### config.mk
export PLATFORM = sky130hd
export DESIGN_NAME = row_scan_sequencer
export DESIGN_NICKNAME = d
export VERILOG_FILES = /design/src/rtl/row_scan_sequencer.sv
export SDC_FILE = /design/constraint.sdc
export NUM_CORES = 1
export LEC_CHECK = 0
export BUFFER_PORTS_ARGS = -buffer_cell sky130_fd_sc_hd__buf_4
export CAP_MARGIN = 10
export CORE_MARGIN = 5
export CORE_UTILIZATION = 30
export CTS_CLUSTER_SIZE = 10
export DETAILED_ROUTE_END_ITERATION = 6
export PLACE_DENSITY = 0.54
export SYNTH_ARGS = -nofsm -noshare
export SYNTH_HDL_FRONTEND = slang
export SYNTH_SLANG_ARGS = --single-unit
### constraint.sdc
create_clock -name clk -period 5.5 [get_ports clk]
set_input_delay 0.275 -clock clk [delete_from_list [all_inputs] [get_ports clk]]
set_output_delay 0.275 -clock clk [all_outputs]
set_load 0.02 [all_outputs]
### src/rtl/row_scan_sequencer.sv
// row_scan_sequencer: walks every (group, block-row) of the grid: fetch, blank, then drive each row for a fixed dwell.
// Define ROW_SCAN_FRAME_COUNT_EN to add a wrapping 16-bit frame counter with synchronous clear.
module row_scan_sequencer #(
    parameter int NUM_GROUPS = 19,
    parameter int NUM_BLOCKS = 9,
    parameter int DWELL      = 64,
    parameter int BLANK      = 2
) (
    input  logic       clk,
    input  logic       reset,
    input  logic       io_enable,
    output logic       io_dataReq,
    input  logic       io_dataAck,
    output logic [5:0] io_nextRAddr,
    output logic [3:0] io_nextBAddr,
    output logic [5:0] io_rAddr,
    output logic [3:0] io_bAddr,
    output logic       io_latch,
    output logic       io_frameDone,
`ifdef ROW_SCAN_FRAME_COUNT_EN
    input  logic        io_frameCountClr,
    output logic [15:0] io_frameCount,
`endif
    output logic       io_busy
);
    localparam int CMAX = DWELL > BLANK ? DWELL : BLANK;
    localparam int CW   = $clog2(CMAX + 1);
    localparam logic [1:0] S_IDLE  = 2'd0;
    localparam logic [1:0] S_FETCH = 2'd1;
    localparam logic [1:0] S_BLANK = 2'd2;
    localparam logic [1:0] S_DRIVE = 2'd3;

    logic [1:0]    state_q, state_d;
    logic [CW-1:0] cnt_q, cnt_d;
    logic [5:0]    r_q, r_d;
    logic [3:0]    b_q, b_d;
    logic          cnt_zero, last_b, last_r;
    logic          drive_d, latch_d, frame_done_d;

    assign cnt_zero = cnt_q == '0;
    assign last_b   = b_q == 4'(NUM_BLOCKS - 1);
    assign last_r   = r_q == 6'(NUM_GROUPS - 1);

    always_comb begin
        state_d = state_q;
        cnt_d   = cnt_q;
        r_d     = r_q;
        b_d     = b_q;
        case (state_q)
            S_IDLE:  if (io_enable) state_d = S_FETCH;
            S_FETCH: if (io_dataAck) begin
                state_d = S_BLANK;
                cnt_d   = CW'(BLANK - 1);
            end
            S_BLANK: if (cnt_zero) begin
                state_d = S_DRIVE;
                cnt_d   = CW'(DWELL - 1);
            end else cnt_d = cnt_q - CW'(1);
            default: if (cnt_zero) begin
                // the pointer advances as the row ends, so IDLE keeps the resume point
                state_d = io_enable ? S_FETCH : S_IDLE;
                b_d     = last_b ? 4'd0 : b_q + 4'd1;
                r_d     = !last_b ? r_q : (last_r ? 6'd0 : r_q + 6'd1);
            end else cnt_d = cnt_q - CW'(1);
        endcase
    end

    assign drive_d      = state_d == S_DRIVE;
    assign latch_d      = drive_d && state_q != S_DRIVE;
    assign frame_done_d = drive_d && cnt_d == '0 && r_d == 6'(NUM_GROUPS - 1) && b_d == 4'(NUM_BLOCKS - 1);

    always_ff @(posedge clk or negedge reset) begin
        if (!reset) begin
            state_q      <= S_IDLE;
            cnt_q        <= '0;
            r_q          <= '0;
            b_q          <= '0;
            io_dataReq   <= 1'b0;
            io_nextRAddr <= '0;
            io_nextBAddr <= '0;
            io_rAddr     <= 6'h3F;
            io_bAddr     <= 4'hA;
            io_latch     <= 1'b0;
            io_frameDone <= 1'b0;
            io_busy      <= 1'b0;
        end else begin
            state_q      <= state_d;
            cnt_q        <= cnt_d;
            r_q          <= r_d;
            b_q          <= b_d;
            io_dataReq   <= state_d == S_FETCH;
            io_nextRAddr <= r_d;
            io_nextBAddr <= b_d;
            io_rAddr     <= drive_d ? r_d : 6'h3F;
            io_bAddr     <= drive_d ? b_d : 4'hA;
            io_latch     <= latch_d;
            io_frameDone <= frame_done_d;
            io_busy      <= state_d != S_IDLE;
        end
    end

`ifdef ROW_SCAN_FRAME_COUNT_EN
    always_ff @(posedge clk or negedge reset) begin
        if (!reset) io_frameCount <= '0;
        else if (io_frameCountClr) io_frameCount <= '0;
        else if (frame_done_d) io_frameCount <= io_frameCount + 16'd1;
    end
`endif
endmodule

==> impl_metrics.tcl <==
set metrics [dict create \
    drive_above_1_share_pct 25.9 \
    numCtsBuffers 5 \
    gp_congestion 0.856 \
    final_hold_viol_count 0 \
    synth.avg_cell_area_um2 9.60 \
    stdcell_count 291 \
    synth_area_mm2 0.00178 \
    cp-endpoint "io_frameDone$_DFF_PN0_" \
    rows 28 \
    clockBufferDepth 2 \
    reg2reg_depth 11 \
    dpl_cell_area_mm2 0.00204 \
    start_util_pct 30.3 \
    seq_power_share_pct 40.6 \
    crit_fanout 7 \
    placedCellCount 282 \
    drv_slew 0 \
    power.switching_mw 0.417 \
    setup_viol 0 \
    drt_first_pass_iters 4 \
    n_antenna_cell 0 \
    layout.nets 226 \
    antenna_found_initial 0 \
    io_buffers 27 \
    arrival_ns 3.36 \
    initialDrtViolationCount 76 \
    rr_endpoint "io_frameDone$_DFF_PN0_" \
    h-tree-depth 2 \
    dp_hpwl_mm 3.12 \
    rsz0062_at_grt "no" \
    synthSimpleGateAreaFrac_pct 26.9 \
    clk_pin_slew_worst_paths_ns 0.07 \
    synth-adder-area-share_pct 4.93 \
    period_share_pct 57.1 \
    vias 1452 \
    outcome "finished, final reports clean" \
    clockPowerShare_pct 17.4 \
    grt_pass1_vias 1399 \
    synth_ff_type "dfrtp_1" \
    min_period_ns 3.14 \
    critPathRequiredTime_ns 5.72 \
    synth_warnings 0 \
    syn_inst 185 \
    r2r_slack_ns 2.36 \
    cts_resized 0 \
    clk_latency_ns 0.28 \
    hold_path_class "primary input to flip-flop" \
    synth_xor_area_share_pct 0.987 \
    track_usage_pct 11.9 \
    drcViolationCount 0 \
    final.setup_skew_ns 0.00386 \
    coreArea_mm2 0.00585 \
    fin_util_pct 36.6 \
    ios 28 \
    antenna_left 0 \
    cts_root_buf "clkbuf_8" \
    async_flop_share_pct 100 \
    yosysUniqueCellTypes 49 \
    most-common-layout-cells "buf_4, dfrtp_1, nor2_1" \
    muxShareOfSynthArea_pct 1.20 \
    p_leak_nw 0.971 \
    synth_top_family_by_area "simple AND/OR/NAND/NOR gates" \
    layout_commonest_cell "buf_4" \
    clock-sinks 33 \
    crit_start "cnt_q[0]$_DFF_PN0_" \
    die_y_um 86.9 \
    slew_headroom_pct 58.7 \
    min_path_cells 5 \
    drv_cap 0 \
    p_per_area_mw_per_mm2 478 \
    fmax_ghz 0.319 \
    whs_ns 0.397 \
    irDropWorstVdd_mv 0.255 \
    netSwitchingFraction_pct 40.8 \
    cts_tree "built" \
    timing.rr.start "cnt_q[0]$_DFF_PN0_" \
    worst_setup_path_start_kind "flip-flop" \
    grt-ovfl-total 0 \
    synth_enable_flop_cells 0 \
    finalWirelength_mm 4.24 \
    path_class "flip-flop to flip-flop" \
    p_int_mw 0.606 \
    finalSetupTns_ns 0 \
    yosysSeqAreaShare_pct 47.1 \
    finalInstanceArea_mm2 0.00214 \
    die-area_mm2 0.00756 \
    wl_per_cell_um 14.6 \
    area_growth_pct 20.5 \
    synth_compound_area_share_pct 14.9 \
    grt_pass1_wl_mm 7.08 \
    grt_start_max_net_pins 34 \
    p_comb_share_pct 42.1 \
    worst_slew_pin_slew_ns 0.611 \
    end_kind "flip-flop" \
    drt-vias-per-instance 4.99 \
    syn_nets 196 \
    synth-seq-cells 33 \
    dieWidth_um 86.9 \
]
[power groups by stage]
stage / Clock, mW / Sequential, mW / Combinational (mW)
after floorplan: 0 / 0.441 / 0.269
after global placement: 0 / 0.418 / 0.433
after detailed placement: 0 / 0.418 / 0.437
after CTS: 0.185 / 0.414 / 0.438
after global routing: 0.198 / 0.427 / 0.476
final: 0.178 / 0.415 / 0.430
[sequential cells by signal (all words and copies together) (netlist names)]
name	flops
io_latch	1
io_frameDone	1
io_busy	1
io_rAddr	6
r_q	6
b_q	4
io_bAddr	4
state_q	2
cnt_q	7
io_dataReq	1
[worst min path at each step]
stage,to,from
6_report,state_q[0]$_DFF_PN0_,io_enable
5_1_grt,state_q[0]$_DFF_PN0_,io_enable
4_1_cts,state_q[0]$_DFF_PN0_,io_enable
3_5_place_dp,r_q[2]$_DFF_PN0_,reset
3_3_place_gp,r_q[2]$_DFF_PN0_,reset
2_1_floorplan,b_q[0]$_DFF_PN0_,reset
[critical path: stages (launching register included)]
cell and delay, ns:
dfrtp_1 0.42, inv_1 0.09, ha_1 0.20, or4b_1 0.60, nor2_1 0.35, inv_1 0.14, ha_1 0.29, a21oi_1 0.14
a22oi_1 0.09, or4_1 0.50, nor2_1 0.10, o2111a_1 0.17
[layer usage]
layer / global-route usage (%) / vias up / part of all wire, %
li1: - / 718 / -
met1: 16.4 / 701 / 49
met2: 18.5 / 29 / 47
met3: 2.55 / 4 / 2.8
met4: 4.25 / 0 / 1.3
met5: 0 / - / 0
[Yosys cell counts, types with 2 or more instances]
library cell  instances  area share (%)
buf_2                 2            0.56
nand4_1               2            0.70
nor4_1                4             1.4
a21oi_1               9             2.5
or3_1                 2            0.70
a211oi_1              3             1.3
o211ai_1              2            0.85
a31oi_1               2            0.70
inv_1                11             2.3
ha_1                  7             4.9
nand2_1              17             3.6
and4_1                2            0.99
o21ai_0              10             2.8
or2_2                 7             2.5
dfrtp_1              25              35
and4b_1               2             1.1
nand4b_1              3             1.5
clkbuf_1              2            0.42
nor2_1               18             3.8
nand3_1               6             1.7
nand2b_1              2            0.70
nor2b_1               2            0.70
or2b_1                4             1.7
nand3b_1              2            0.85
a21o_1                2            0.85
xnor2_1               2            0.99
and3_1                2            0.70
dfstp_2               8              12
nor3_1                5             1.4
[kinds of logic after synthesis]
family / count (synthesis)
buffers and inverters: 16
adder cells (fa/ha/maj): 7
AO/OA/AOI/OAI: 39
multiplexers: 2
AND/OR/NAND/NOR: 86
XOR/XNOR: 2
flip-flops: 33
[cell type report]
| type | count | area [um^2] |
|---|---|---|
| flip-flops and latches | 33 | 836 |
| inverters | 11 | 41.3 |
| fillers | 588 | 3710 |
| multi-input cells | 136 | 870 |
| repair buffers | 28 | 213 |
| well taps | 75 | 93.8 |
| clock inverters | 3 | 17.5 |
| clock buffers | 5 | 68.8 |
[metrics by stage]
stage | power, mW | worst slack (ns)
after detailed placement | 0.854 | 2.38
after floorplan | 0.710 | 2.71
after global routing | 1.10 | 2.16
final | 1.02 | 2.36
after CTS | 1.04 | 2.37
after global placement | 0.851 | 2.50
[repair_timing]
action,4_1_cts,5_1_grt
buffers inserted,0,0
endpoints found under the hold margin,25,0
hold buffers,1,0
Power figures use the tool's default switching activity.
